===== config.mk =====
export PLATFORM = sky130hd
export DESIGN_NAME = bank_htu_victim_ctrl
export DESIGN_NICKNAME = d
export VERILOG_FILES = /design/src/rtl/bank_htu_pkg.sv /design/src/rtl/bank_htu_victim_pick.sv /design/src/rtl/bank_htu_victim_ctrl.sv
export SDC_FILE = /design/constraint.sdc
export NUM_CORES = 1
export LEC_CHECK = 0
export ABC_CLOCK_PERIOD_IN_PS = 1800
export CAP_MARGIN = 20
export CORE_UTILIZATION = 40
export CTS_BUF_LIST = sky130_fd_sc_hd__clkbuf_2
export DETAILED_ROUTE_END_ITERATION = 12
export PLACE_DENSITY = 0.8
export SYNTH_ARGS = -nofsm -noshare
export SYNTH_HDL_FRONTEND = slang
export SYNTH_HIERARCHICAL = 1
export SYNTH_SLANG_ARGS = --single-unit

===== constraint.sdc =====
create_clock -name clk_i -period 1.8 [get_ports clk_i]
set_clock_uncertainty 0.05 [all_clocks]
set_input_delay 0.18 -clock clk_i [delete_from_list [all_inputs] [get_ports clk_i]]
set_output_delay 0.18 -clock clk_i [all_outputs]
set_load 0.1 [all_outputs]

===== src/rtl/bank_htu_pkg.sv =====
// Shared types and helpers for the HTU bank victim controller.
// The lock feature is enabled with the BANK_HTU_LOCK_EN macro.
package bank_htu_pkg;

  localparam int NUM_WAYS  = 8;
  localparam int WAY_IDX_W = 3;

  typedef enum logic [2:0] {
    ST_IDLE,
    ST_PICK,
    ST_EVICT_REQ,
    ST_EVICT_WAIT,
    ST_RESP,
    ST_UPD
  } state_e;

  function automatic logic [NUM_WAYS-1:0] lowest_set(
    input logic [NUM_WAYS-1:0] v
  );
    return v & (~v + NUM_WAYS'(1));
  endfunction

  function automatic logic [WAY_IDX_W-1:0] onehot2idx(
    input logic [NUM_WAYS-1:0] v
  );
    logic [WAY_IDX_W-1:0] idx;
    idx = '0;
    for (int i = 0; i < NUM_WAYS; i++) begin
      if (v[i]) idx = idx | WAY_IDX_W'(i);
    end
    return idx;
  endfunction

endpackage


===== src/rtl/bank_htu_victim_pick.sv =====
// Combinational victim selection: free way, then PLRU oldest, then any
// unlocked way. none_o flags that every way is locked.
module bank_htu_victim_pick
  import bank_htu_pkg::*;
(
  input  logic [NUM_WAYS-1:0]  valid_i,
  input  logic [NUM_WAYS-1:0]  dirty_i,
  input  logic [NUM_WAYS-1:0]  lock_i,
  input  logic [NUM_WAYS-1:0]  oldest_i,
  output logic [WAY_IDX_W-1:0] victim_o,
  output logic                 dirty_o,
  output logic                 none_o
);

  logic [NUM_WAYS-1:0] unlocked;
  logic [NUM_WAYS-1:0] free;
  logic [NUM_WAYS-1:0] old_ok;
  logic [NUM_WAYS-1:0] sel;

  assign unlocked = ~lock_i;
  assign free     = ~valid_i & unlocked;
  assign old_ok   = oldest_i & unlocked;

  always_comb begin
    sel = '0;
    if (|free) begin
      sel = lowest_set(free);
    end else if (|old_ok) begin
      sel = lowest_set(old_ok);
    end else begin
      sel = lowest_set(unlocked);
    end
  end

  assign victim_o = onehot2idx(sel);
  assign dirty_o  = |(sel & valid_i & dirty_i);
  assign none_o   = ~|unlocked;

endmodule


===== src/rtl/bank_htu_victim_ctrl.sv =====
// HTU bank allocation/replacement controller sharing one PLRU port.
// Define BANK_HTU_LOCK_EN to let way_lock_i mask victim candidates.
module bank_htu_victim_ctrl
  import bank_htu_pkg::WAY_IDX_W;
#(
  parameter int NUM_WAYS        = 8,
  parameter int FILL_STARVE_MAX = 4
) (
  input  logic                 clk_i,
  input  logic                 rst_ni,
  input  logic                 hit_vld_i,
  input  logic [NUM_WAYS-1:0]  hit_way_i,
  input  logic                 alloc_req_vld_i,
  output logic                 alloc_req_rdy_o,
  output logic                 alloc_rsp_vld_o,
  input  logic                 alloc_rsp_rdy_i,
  output logic [WAY_IDX_W-1:0] alloc_rsp_way_o,
  input  logic [NUM_WAYS-1:0]  way_valid_i,
  input  logic [NUM_WAYS-1:0]  way_dirty_i,
  input  logic [NUM_WAYS-1:0]  way_lock_i,
  output logic                 evict_vld_o,
  input  logic                 evict_rdy_i,
  output logic [WAY_IDX_W-1:0] evict_way_o,
  input  logic                 evict_done_i,
  output logic [NUM_WAYS-1:0]  plru_access_o,
  input  logic [NUM_WAYS-1:0]  plru_oldest_i,
  output logic                 busy_o
);

  import bank_htu_pkg::state_e;
  import bank_htu_pkg::ST_IDLE;
  import bank_htu_pkg::ST_PICK;
  import bank_htu_pkg::ST_EVICT_REQ;
  import bank_htu_pkg::ST_EVICT_WAIT;
  import bank_htu_pkg::ST_RESP;
  import bank_htu_pkg::ST_UPD;

  localparam logic [3:0] STARVE_MAX = 4'(FILL_STARVE_MAX);

  state_e               state_q;
  logic                 req_rdy_q;
  logic                 rsp_vld_q;
  logic                 evict_vld_q;
  logic                 busy_q;
  logic [WAY_IDX_W-1:0] victim_q;
  logic [3:0]           starve_q;

  logic [NUM_WAYS-1:0]  lock_m;
  logic [WAY_IDX_W-1:0] pick_way;
  logic                 pick_dirty;
  logic                 pick_none;
  logic                 hit_wins;
  logic                 fill_win;
  logic [NUM_WAYS-1:0]  victim_oh;
  logic [NUM_WAYS-1:0]  hit_oh;

`ifdef BANK_HTU_LOCK_EN
  assign lock_m = way_lock_i;
`else
  logic unused_lock;
  assign unused_lock = ^way_lock_i;
  assign lock_m      = '0;
`endif

  bank_htu_victim_pick u_pick (
    .valid_i  (way_valid_i),
    .dirty_i  (way_dirty_i),
    .lock_i   (lock_m),
    .oldest_i (plru_oldest_i),
    .victim_o (pick_way),
    .dirty_o  (pick_dirty),
    .none_o   (pick_none)
  );

  // A deferred fill eventually wins so the victim is not left as oldest.
  assign hit_wins  = hit_vld_i && (starve_q < STARVE_MAX);
  assign fill_win  = (state_q == ST_UPD) && !hit_wins;
  assign victim_oh = {{(NUM_WAYS-1){1'b0}}, 1'b1} << victim_q;
  assign hit_oh    = hit_way_i & (~hit_way_i + NUM_WAYS'(1));

  always_comb begin
    plru_access_o = '0;
    if (!rst_ni) begin
      plru_access_o = '0;
    end else if (fill_win) begin
      plru_access_o = victim_oh;
    end else if (hit_vld_i) begin
      plru_access_o = hit_oh;
    end
  end

  always_ff @(posedge clk_i) begin
    if (!rst_ni) begin
      state_q     <= ST_IDLE;
      req_rdy_q   <= 1'b0;
      rsp_vld_q   <= 1'b0;
      evict_vld_q <= 1'b0;
      busy_q      <= 1'b0;
      victim_q    <= '0;
      starve_q    <= '0;
    end else begin
      unique case (state_q)
        ST_IDLE: begin
          if (alloc_req_vld_i && req_rdy_q) begin
            state_q   <= ST_PICK;
            req_rdy_q <= 1'b0;
            busy_q    <= 1'b1;
          end else begin
            req_rdy_q <= 1'b1;
          end
        end
        ST_PICK: begin
          if (!pick_none) begin
            victim_q <= pick_way;
            if (pick_dirty) begin
              state_q     <= ST_EVICT_REQ;
              evict_vld_q <= 1'b1;
            end else begin
              state_q   <= ST_RESP;
              rsp_vld_q <= 1'b1;
            end
          end
        end
        ST_EVICT_REQ: begin
          if (evict_rdy_i) begin
            state_q     <= ST_EVICT_WAIT;
            evict_vld_q <= 1'b0;
          end
        end
        ST_EVICT_WAIT: begin
          if (evict_done_i) begin
            state_q   <= ST_RESP;
            rsp_vld_q <= 1'b1;
          end
        end
        ST_RESP: begin
          if (alloc_rsp_rdy_i) begin
            state_q   <= ST_UPD;
            rsp_vld_q <= 1'b0;
            starve_q  <= '0;
          end
        end
        ST_UPD: begin
          if (hit_wins) begin
            if (starve_q != 4'hF) starve_q <= starve_q + 4'd1;
          end else begin
            state_q   <= ST_IDLE;
            busy_q    <= 1'b0;
            req_rdy_q <= 1'b1;
          end
        end
        default: begin
          state_q <= ST_IDLE;
          busy_q  <= 1'b0;
        end
      endcase
    end
  end

  assign alloc_req_rdy_o = req_rdy_q;
  assign alloc_rsp_vld_o = rsp_vld_q;
  assign alloc_rsp_way_o = victim_q;
  assign evict_vld_o     = evict_vld_q;
  assign evict_way_o     = victim_q;
  assign busy_o          = busy_q;

endmodule


==> results of run 1 <==
==> cells in the mapped netlist (4+ instances only) <==
cell	instances	area share
nor3_1	8	0.027
o21ai_0	5	0.017
nand3_1	8	0.027
inv_1	8	0.020
nand2b_1	5	0.021
nor2b_1	14	0.059
nand3b_1	6	0.030
nand2_1	18	0.045
dfxtp_1	14	0.19
and3_1	4	0.017
nand4b_1	4	0.023
a21boi_0	5	0.025
nand4_1	7	0.029
nor2_1	19	0.048
a21oi_1	11	0.037
mux2i_1	5	0.034
buf_4	4	0.020
nor3b_1	4	0.020
==> cell families after synthesis <==
logic type,count (synthesis),synth area share
DFF,14,0.1879
muxes,6,0.04866
buffers and inverters,18,0.05788
AOI/OAI and AO/OA,49,0.2441
other,1,0.002514
adders and majority gates,1,0.008388
and+or+nand+nor,115,0.4505
==> layer usage <==
layer | GRT usage | overflow
met3 | 0.3460 | 0
met5 | 0.01389 | 0
met1 | 0.6729 | 0
met2 | 0.9825 | 43
met4 | 0.9535 | 52
==> through the flow <==
stage | hold slack (ns) | utilization | setup WS (ns)
floorplan | 0.3446 | - | -0.3418
global placement | 0.3989 | 0.8168 | -0.6681
detailed placement | 0.4118 | 0.8168 | -0.7194
CTS | 0.4348 | 0.9389 | -0.3213
==> timing repair <==
action / CTS
gates resized for setup: 98
hold endpoints to repair: 0
gates cloned: 0
pin swaps: 38
endpoints found under the setup margin: 15
setup buffers: 22
==> results.yml, run 1 <==
placed_design:
  io_buffers: 56
  gp_congestion: 0.8767
  dp_cells: 389
  place_hpwl_um: 4075
  post_dp_cell_area_um2: 2811
run_status:
  tool.error: "[ERROR GRT-0232] Routing congestion too high. Check the congestion heatmap in the GUI."
  run_status: "aborted with a tool error"
  haltStage: "5_1_grt"
synthesis:
  ys_seq_area_frac: 0.1879
  ys_warn_count: 6
  ys.flop_type: "dfxtp_1"
  synthesis.area_um2: 1491
  synth.distinct_cells: 55
  netlist_instances: 204
  syn_avg_cell_area_um2: 7.311
  ys_async_sr_fraction: 0
  synth_edf_count: 0
  synth-seq-cells: 14
global_routing:
  overflow: 95
  grt_max_degree: 21
  grt_usage: 0.7107
die:
  die_y_um: 63.06
  fp.dieW_um: 63.06
  initial_core_util: 0.4333
  rows: 21
  top_level_ports: 65
clocking:
  htreeDepth: 1
  cts_made_buffers: 3
  cts_root_buf: "clkbuf_2"
  cts_num_sinks: 14
  hold_buffers: 0
  max-clock-path-buffers: 2
sta:
  worst-ep-kind: "primary output"
  crit_endpoint: "plru_access_o[1]"
==> run 2: changes to the inputs <==
ABC_CLOCK_PERIOD_IN_PS = 2340   (was 1800)
CTS_BUF_LIST = not set   (was sky130_fd_sc_hd__clkbuf_2)
PLACE_DENSITY = not set   (was 0.8)
PLACE_DENSITY_LB_ADDON = 0.15   (was not set)
clock period = 2.34 ns   (was 1.8 ns; I/O delays follow)
==> results.yml, run 2 <==
die:
  initial_core_util: 0.4333
  coreArea_um2: 3442
  fp.dieW_um: 63.06
  die_area_um2: 3977
  die_y_um: 63.06
  rows: 21
  top_level_ports: 65
sta:
  finalWorstSetupSlack_ns: 0.08163
  setup_viol: 0
  period_share: 0.9651
  hold_violations: 0
  slew_violations: 0
  fmax_mhz: 442.8
  min_period_ns: 2.258
  slew-limit-headroom: 0.6624
  worst_pin_slew_ns: 0.5026
final_layout:
  largest_register_ffs: 4
  drive_gt1_frac: 0.2711
  top_register: "starve_q"
  fin_area_um2: 2784
  final_common_cell: "conb_1"
  diodes: 0
  final_cell_mix: "conb_1 (45), buf_4 (44), clkdlybuf4s50_1 (37)"
  final_nets: 381
  syn_to_final_growth_pct: 86.66
synthesis:
  yosysMostFrequentCell: "nor2_1"
  ys_seq_area_frac: 0.1879
  ys_warn_count: 6
  yosys-top-cells-count: "nor2_1 (19), nand2_1 (18), dfxtp_1 (14), nor2b_1 (14), a21oi_1 (11)"
  syn_avg_cell_area_um2: 7.311
  ys.flop_type: "dfxtp_1"
  synth.distinct_cells: 55
  netlist_instances: 204
  synth_edf_count: 0
  synth_top_cell_by_area: "dfxtp_1"
  synth-seq-cells: 14
  ys_async_sr_fraction: 0
  synthesis.area_um2: 1491
  yosysTopAreaCellShare: 0.1879
  synth.area.top_cells: "dfxtp_1 (19%), nor2b_1 (5.9%), nor2_1 (4.8%)"
run:
  maxCapViolCount: 0
route:
  drt_iter0_markers: 53
  dr.pass1.iters: 4
  avgViaCountPerCell: 5.164
  wl_per_cell_um: 12.70
  vias: 1952
  ant_nets: 0
  drc: 0
  routed_wl_um: 4799
clocking:
  cts_tree: "yes"
  cts_made_buffers: 3
  hold_buffers: 0
  htreeDepth: 1
  clk_latency_ns: 0.25
  clkTransAtPathRegs_ns: 0.06
  cts_root_buf: "clkbuf_8"
  max-clock-path-buffers: 2
  cts_num_sinks: 14
global_routing:
  grt_usage: 0.2356
  grt_pass1_vias: 1762
  antenna_found_initial: 0
  grt_pass1_wl_um: 7652
  overflow: 0
  grt_max_degree: 18
placed_design:
  place_hpwl_um: 3532
  gp_congestion: 0.8410
  post_dp_cell_area_um2: 2571
  io_buffers: 56
  dp_slack_ns: -0.3003
power:
  pwr_density_cell_nw_per_um2: 513.1
  leakage_nw: 1.148
  ir_worst_vdd_uv: 504.3
worst_setup_path:
  rr_startpoint: "state_q[1]$_SDFFE_PN0P_"
  timing.reg2reg.setup_slack_ns: 0.92
  cp-end-kind: "flip-flop"
  rr_endpoint: "evict_vld_o$_SDFFE_PN0P_"
  worstPathRequired_ns: 2.48
  reg2reg_depth: 4
  cp_max_fo: 3
  worstSetupStartpointType: "input port"
  arrival_ns: 2.39
  worstSetupPathType: "input port to flip-flop"
worst_hold_path:
  hp-class: "flip-flop to flip-flop"
  holdPathEnd: "evict_vld_o$_SDFFE_PN0P_"
  min_path_cells: 2
  hp-start: "evict_vld_o$_SDFFE_PN0P_"
run_status:
  run_status: "finished, final reports clean"
[run 2: cell counts after synthesis]
Identical to the previous run, type by type.
[run 2: worst max-delay path: stages]
cell and delay [ns]:
clkdlybuf4s50_1 0.44, nor2b_2 0.19, nor4_4 0.37, mux2i_1 0.26, a21oi_1 0.11, a31oi_1 0.19
nand3_1 0.13, o31ai_2 0.25, a21oi_2 0.11, a21boi_1 0.12
[run 2: timing repair]
item	CTS	global route
resized for setup	3	29
setup buffers	0	2
endpoints found under the setup margin	10	12
pin swaps	0	12
[run 2: where the power goes]
group	switching, W	internal, W
registers	0.0000459	0.000282
clock network	0.0000924	0.000149
logic	0.000540	0.000319
[run 2: worst max path at each step]
stage / from / end / slack (ns) / depth (start not counted)
finish: plru_oldest_i[5] / state_q[2]$_SDFFE_PN0P_ / 0.08 / 10
global route: plru_oldest_i[5] / state_q[2]$_SDFFE_PN0P_ / -0.08 / 10
CTS: hit_vld_i / plru_access_o[1] / 0.02 / 6
detailed placement: way_valid_i[1] / state_q[2]$_SDFFE_PN0P_ / -0.30 / 10
global placement: way_valid_i[1] / state_q[2]$_SDFFE_PN0P_ / -0.24 / 10
floorplan: starve_q[3]$_SDFFE_PN0P_ / plru_access_o[7] / 0.04 / 4
[run 2: metal layers]
layer	track usage	up-vias	wire length [um]	share of wire
li1	-	977	-	-
met1	0.3117	908	2168	0.45
met2	0.3911	63	2319	0.48
met3	0.05254	4	283	0.059
met4	0.04070	0	27	0.0056
met5	0	-	0	0
[run 2: per-stage QoR]
step	total power, W	util	TNS (ns)	cells	hold WS [ns]
6_report	0.001429	0.8088	0	378	0.4146
2_1_floorplan	0.0008990	-	0	248	0.3885
5_1_grt	0.001495	0.8088	-0.1426	378	0.4380
3_3_place_gp	0.001121	0.7470	-1.185	372	0.4047
3_5_place_dp	0.001129	0.7470	-1.566	372	0.4134
4_1_cts	0.001379	0.7684	0	376	0.4218
[run 2: area by class of cell]
cell class	count	area, um2
Fill cell	234	658.1
Inverter	8	30.03
Sequential cell	14	284.0
Clock buffer	4	55.05
Tap cell	46	57.56
Timing Repair Buffer	90	873.3
Multi-Input combinational cell	216	1484
[run 2: logic make-up after synthesis]
group | after synthesis | synth area share
adder cells (fa/ha/maj) | 1 | 0.008388
AND/OR/NAND/NOR | 115 | 0.4505
AO/OA/AOI/OAI | 49 | 0.2441
flip-flops | 14 | 0.1879
buffers and inverters | 18 | 0.05788
other | 1 | 0.002514
multiplexers | 6 | 0.04866
(Power assumes the default switching activity.)
